**config.mk**
```make
export PLATFORM = sky130hd
export DESIGN_NAME = fp8_accumulator
export DESIGN_NICKNAME = d
export VERILOG_FILES = /design/src/rtl/fp8_accumulator.sv
export SDC_FILE = /design/constraint.sdc
export NUM_CORES = 1
export LEC_CHECK = 0
export ABC_AREA = 0
export ABC_CLOCK_PERIOD_IN_PS = 34300
export BUFFER_PORTS_ARGS = -buffer_cell sky130_fd_sc_hd__clkbuf_2
export CORE_UTILIZATION = 52
export DETAILED_ROUTE_END_ITERATION = 16
export PLACE_DENSITY = 0.69
export SYNTH_ARGS = -nofsm -noshare
export SYNTH_HDL_FRONTEND = slang
export SYNTH_SLANG_ARGS = --single-unit
```
**constraint.sdc**
```tcl
create_clock -name clk -period 34.3 [get_ports clk]
set_input_delay 3.43 -clock clk [delete_from_list [all_inputs] [get_ports clk]]
set_output_delay 3.43 -clock clk [all_outputs]
set_load 0.01 [all_outputs]
```
**src/rtl/fp8_accumulator.sv**
```systemverilog
// fp8_accumulator: sums groups of FP8 (E4M3) products into a saturating
// fixed-point register (units of 2^-9) and presents sum + FP8 re-encoding.
// Ports: clk, rst (sync, active-high); in_data/in_valid/in_last/in_ready
// input stream; out_valid/out_ready result handshake; out_sum, out_fp8,
// out_count, out_sat group results.
module fp8_accumulator #(
    parameter int ACC_W = 24
) (
    input  logic             clk,
    input  logic             rst,
    input  logic [7:0]       in_data,
    input  logic             in_valid,
    input  logic             in_last,
    output logic             in_ready,
    output logic             out_valid,
    input  logic             out_ready,
    output logic [ACC_W-1:0] out_sum,
    output logic [7:0]       out_fp8,
    output logic [7:0]       out_count,
    output logic             out_sat
);

    typedef enum logic {
        ACCUM,
        RESULT
    } state_t;

    state_t           state;
    logic [ACC_W-1:0] acc;
    logic [7:0]       cnt;
    logic             sat;

    logic             beat;
    logic [3:0]       exp_in;
    logic [17:0]      mag;
    logic [ACC_W:0]   val;
    logic [ACC_W:0]   sum;
    logic             clamp;
    logic [ACC_W-1:0] acc_next;
    logic [7:0]       cnt_next;

    logic [ACC_W-1:0] abs_s;
    logic [5:0]       lead;
    logic [5:0]       exp_out;
    logic [ACC_W-1:0] shifted;
    logic [7:0]       fp8_next;

    assign in_ready  = (state == ACCUM);
    assign out_valid = (state == RESULT);
    assign beat      = in_valid & in_ready;
    assign exp_in    = in_data[6:3];

    // FP8 decode to an unsigned 18-bit magnitude, then sign-apply at ACC_W+1
    always_comb begin
        mag = '0;
        if (exp_in == 4'd0) begin
            mag = {15'd0, in_data[2:0]};
        end else begin
            mag = {14'd0, 1'b1, in_data[2:0]} << (exp_in - 4'd1);
        end
    end

    always_comb begin
        val = {{(ACC_W + 1 - 18){1'b0}}, mag};
        if (in_data[7]) begin
            val = ~val + 1'b1;
        end
    end

    // One guard bit: overflow shows up as the top two bits disagreeing
    assign sum   = {acc[ACC_W-1], acc} + val;
    assign clamp = sum[ACC_W] ^ sum[ACC_W-1];

    always_comb begin
        acc_next = sum[ACC_W-1:0];
        if (clamp) begin
            acc_next = sum[ACC_W] ? {1'b1, {(ACC_W-1){1'b0}}}
                                  : {1'b0, {(ACC_W-1){1'b1}}};
        end
    end

    assign cnt_next = (cnt == 8'hFF) ? cnt : cnt + 8'd1;

    // FP8 encode of the post-update sum; truncation, no rounding
    assign abs_s = acc_next[ACC_W-1] ? (~acc_next + 1'b1) : acc_next;

    always_comb begin
        lead = '0;
        for (int i = 0; i < ACC_W; i++) begin
            if (abs_s[i]) begin
                lead = i[5:0];
            end
        end
    end

    assign exp_out = lead - 6'd2;
    assign shifted = abs_s >> (lead - 6'd3);

    always_comb begin
        fp8_next = 8'h00;
        if (abs_s == '0) begin
            fp8_next = 8'h00;
        end else if (abs_s[ACC_W-1:3] == '0) begin
            fp8_next = {acc_next[ACC_W-1], 4'd0, abs_s[2:0]};
        end else if (lead > 6'd17) begin
            fp8_next = {acc_next[ACC_W-1], 7'h7F};
        end else begin
            fp8_next = {acc_next[ACC_W-1], exp_out[3:0], shifted[2:0]};
        end
    end

    always_ff @(posedge clk) begin
        if (rst) begin
            state     <= ACCUM;
            acc       <= '0;
            cnt       <= '0;
            sat       <= 1'b0;
            out_sum   <= '0;
            out_fp8   <= '0;
            out_count <= '0;
            out_sat   <= 1'b0;
        end else begin
            unique case (state)
                ACCUM: begin
                    if (beat) begin
                        if (in_last) begin
                            out_sum   <= acc_next;
                            out_fp8   <= fp8_next;
                            out_count <= cnt_next;
                            out_sat   <= sat | clamp;
                            acc       <= '0;
                            cnt       <= '0;
                            sat       <= 1'b0;
                            state     <= RESULT;
                        end else begin
                            acc <= acc_next;
                            cnt <= cnt_next;
                            sat <= sat | clamp;
                        end
                    end
                end
                RESULT: begin
                    if (out_ready) begin
                        state <= ACCUM;
                    end
                end
                default: state <= ACCUM;
            endcase
        end
    end

endmodule
```
==> reports/metrics.csv <==
stage;metric;value;unit
layout;Final Net Count;1164;
floorplan;# IOs;56;
detailed_routing;DRC viols;0;
sta;final setup margin;17900;ps
power;Psw;0.495;mW
power;P per Cell Area;104;nW/um2
clock_tree;CTS resizes;0;
worst_setup_path;Buffers & Inverters on Critical Path;8;
clock_tree;Hold Buf Count CTS;0;
yosys;Synth cell types;109;
placed_design;post-placement setup slack;17770;ps
sta;Final Cycle Share;0.478;
floorplan;Rows;45;
layout;area added between synthesis and finish;7.33;%
floorplan;area of the die;16300;um2
clock_tree;maximum buffer depth of the clock tree;2;
yosys;Syn Inst Count;1101;
grt;total gr overflow;0;
placed_design;routability cong.;0.966;
clock_tree;Worst-Skew Late Latency;350;ps
worst_setup_path;worst reg2reg setup slack;23890;ps
clock_tree;H-Tree Depth;3;
worst_setup_path;reg-to-reg critical path startpoint;acc[0];
yosys;post-synth top area share;0.182;
clock_tree;CTS clk-pin slew, worst paths;70;ps
power;combinational group share of total power;0.784;
worst_setup_path;CP Capture Point;out_fp8[0];
power;VDD IR-drop max;0.0000575;V
placed_design;PortBufs;55;
yosys;Yosys reg bits;75;
detailed_routing;via total after detailed routing;8699;
power;Pwr Total;0.917;mW
sta;Setup Skew;10.4;ps
clock_tree;Post CTS Setup Buffer Count;0;
worst_setup_path;Worst R2R End;out_fp8[0];
sta;setup total negative slack;0;ps
sta;final setup fails;0;
layout;final core utilization;0.577;
placed_design;DP Wirelength;19.9;mm
worst_setup_path;crit path kind;in2reg;
sta;Max Freq;61.0;MHz
worst_setup_path;r2r worst-path depth;33;
grt;initial antenna violation count;0;
sta;worst hold margin;449;ps
yosys;post-synthesis simple-gate area fraction;0.252;
worst_setup_path;CP most frequent cell;ha_1;
clock_tree;Root Buffer;clkbuf_16;
yosys;sequential share of the synthesized area;0.182;
yosys;post-synthesis mux area share;0.0494;
yosys;EDFF count, synth;0;
worst_setup_path;CP Capture Type;flop;
outcome;status;finished clean;
clock_tree;CTS tree;built;
floorplan;Core Footprint;15300;um2
power;clock network power share;0.102;
clock_tree;Inserted Clock Buffers;9;
grt;vias in the first global route;7820;
yosys;dominant cell by count in the synthesized netlist;nor2_1;
yosys;Post-Syn Area;8230;um2
worst_setup_path;delay-heaviest family, CP;compound AO/OA/AOI/OAI gates;
yosys;Mapped Nets;1152;
power;Int Power;0.422;mW
worst_setup_path;WP data required;34540;ps
yosys;combinational family with the most area after synthesis;compound AO/OA/AOI/OAI gates;
yosys;top_reg_cell synth;dfxtp_1;
yosys;Avg Cell Area, Syn;7.48;um2
yosys;largest area contributor in the netlist;dfxtp_1;
run;Max Cap Violations;0;
worst_setup_path;Crit-path slowest cell;o311ai_0;
clock_tree;CTS Sinks;75;
power;sequential fraction of design power;0.114;
sta;Slew Limit Fails;0;
sta;Final Critical Period;16400;ps
yosys;Async S/R FF share, synth;0;
worst_setup_path;CP max stage delay;830;ps
yosys;yosys warns;0;
grt;Global Route met3 Usage;0.0380;
grt;M1 GR Usage;0.437;
worst_setup_path;Worst EP arrival;16640;ps
grt;GR peak layer;met2;
worst_setup_path;Crit path depth;47;
layout;multi-input logic area;6310;um2
detailed_routing;ANT nets after route;0;
worst_setup_path;CP Launch Point;in_data[3];
layout;antenna cell count;0;
yosys;synth top area cells;dfxtp_1 (18%), nor2_1 (5.7%), ha_1 (5.6%);
sta;Worst-Margin Slew;1150;ps
floorplan;Die Span Y;128;um
sta;Final Hold Fails;0;
layout;filler cell count;1504;
floorplan;Die X;128;um
yosys;xor/xnor share of the synthesized area;0.0454;
grt;total track usage;0.321;
hold_path;worst min-delay path class;reg2reg;
detailed_routing;vias per cell;6.55;
power;leakage;3.52;nW
grt;first-pass GRT wire length;41.9;mm
worst_setup_path;nature of the critical path startpoint;primary input;
yosys;Compound-Gate Fraction of Synth Area;0.360;
yosys;synthesized-area fraction occupied by adder cells;0.0587;
sta;RSZ-0062 raised after global routing;no;
sta;Worst slew margin;0.213;
yosys;Post-synth top cells;nor2_1 (124), nand2_1 (116), o21ai_0 (83);
grt;largest net degree at the start of global routing;49;
detailed_routing;wire per inst;19.6;um
layout;share of cells above drive strength 1;0.140;
detailed_routing;DR pass1 iterations;5;
power;sw frac;0.539;
layout;register area;1500;um2
worst_setup_path;CP Max Fanout;48;
floorplan;starting density of the core;0.538;
grt;met2 global-route usage;0.520;
detailed_routing;routed wire length;26.1;mm
detailed_routing;DRT iter0 DRCs;741;
-- worst min-delay path, cell delays in order, from the launching register on --
cell and delay [ps]:
dfxtp_1 310, nand2_1 50, nand2_1 40
-- layout make-up --
type	count	share of cell area
clock inverter	7	0.00779
sequential	75	0.170
timing repair buffer	64	0.0388
multi-input combinational	933	0.714
inverter	30	0.0136
tap	211	0.0299
clock buffer	9	0.0255
-- layout by cell type, fill, tap and decap left out, types with 11 or more instances in the layout --
| cell type | n |
|---|---|
| inv_1 | 24 |
| o211ai_1 | 16 |
| nor2b_1 | 14 |
| o21a_1 | 12 |
| a22oi_1 | 15 |
| dfxtp_1 | 75 |
| nand3_1 | 32 |
| nand2b_1 | 13 |
| a211oi_1 | 13 |
| o21ai_0 | 83 |
| a21o_1 | 19 |
| mux2i_1 | 13 |
| nor2_1 | 124 |
| clkbuf_2 | 55 |
| a21oi_1 | 70 |
| or3_1 | 11 |
| o31ai_1 | 11 |
| ha_1 | 37 |
| xnor2_1 | 22 |
| nand2_1 | 116 |
| and2_1 | 14 |
| nor3_1 | 27 |
| a22o_1 | 12 |
| a31oi_1 | 23 |
| xor2_1 | 12 |
| or2_2 | 12 |
-- per-layer routing --
| layer | up-vias | wire length [um] |
|---|---|---|
| met4 | 0 | 753 |
| li1 | 4200 | - |
| met1 | 4061 | 11600 |
| met2 | 386 | 11600 |
| met3 | 52 | 2090 |
| met5 | - | 0 |
-- flip-flops by register name, summed over array words and instances (netlist names) --
register / flops
out_count: 8
cnt: 8
sat: 1
acc: 24
out_sat: 1
out_fp8: 8
out_valid: 1
out_sum: 24
-- how the worst min path moves through the flow --
stage               slack, ps  depth (start not counted)            to         start
floorplan                 440                          2        acc[8]        acc[8]
global placement          430                          2  out_count[5]  out_count[5]
detailed placement        440                          2    out_sum[3]    out_sum[3]
CTS                       450                          2    out_sum[3]    out_sum[3]
global route              470                          2    out_sum[6]    out_sum[6]
finish                    450                          2    out_sum[3]    out_sum[3]
-- logic make-up after synthesis --
logic type,count (synthesis)
compound gates,408
xor+xnor,38
fa+ha+maj,38
buf+inv,93
flops,75
mux,29
simple gates,420
-- power by group through the flow --
| stage | sequential [mW] | clock (mW) | combinational (mW) |
|---|---|---|---|
| floorplan | 0.107 | 0 | 0.537 |
| global placement | 0.106 | 0 | 0.698 |
| detailed placement | 0.106 | 0 | 0.698 |
| CTS | 0.104 | 0.0957 | 0.703 |
| global route | 0.105 | 0.0995 | 0.775 |
| finish | 0.104 | 0.0938 | 0.719 |
-- through the flow --
step / instance area (um2) / std cells
4_1_cts: 8830 / 1329
5_1_grt: 8830 / 1329
3_5_place_dp: 8540 / 1313
6_report: 8830 / 1329
2_1_floorplan: 8230 / 1101
3_3_place_gp: 8540 / 1313
Note: power is estimated with default switching activity, not from simulation.
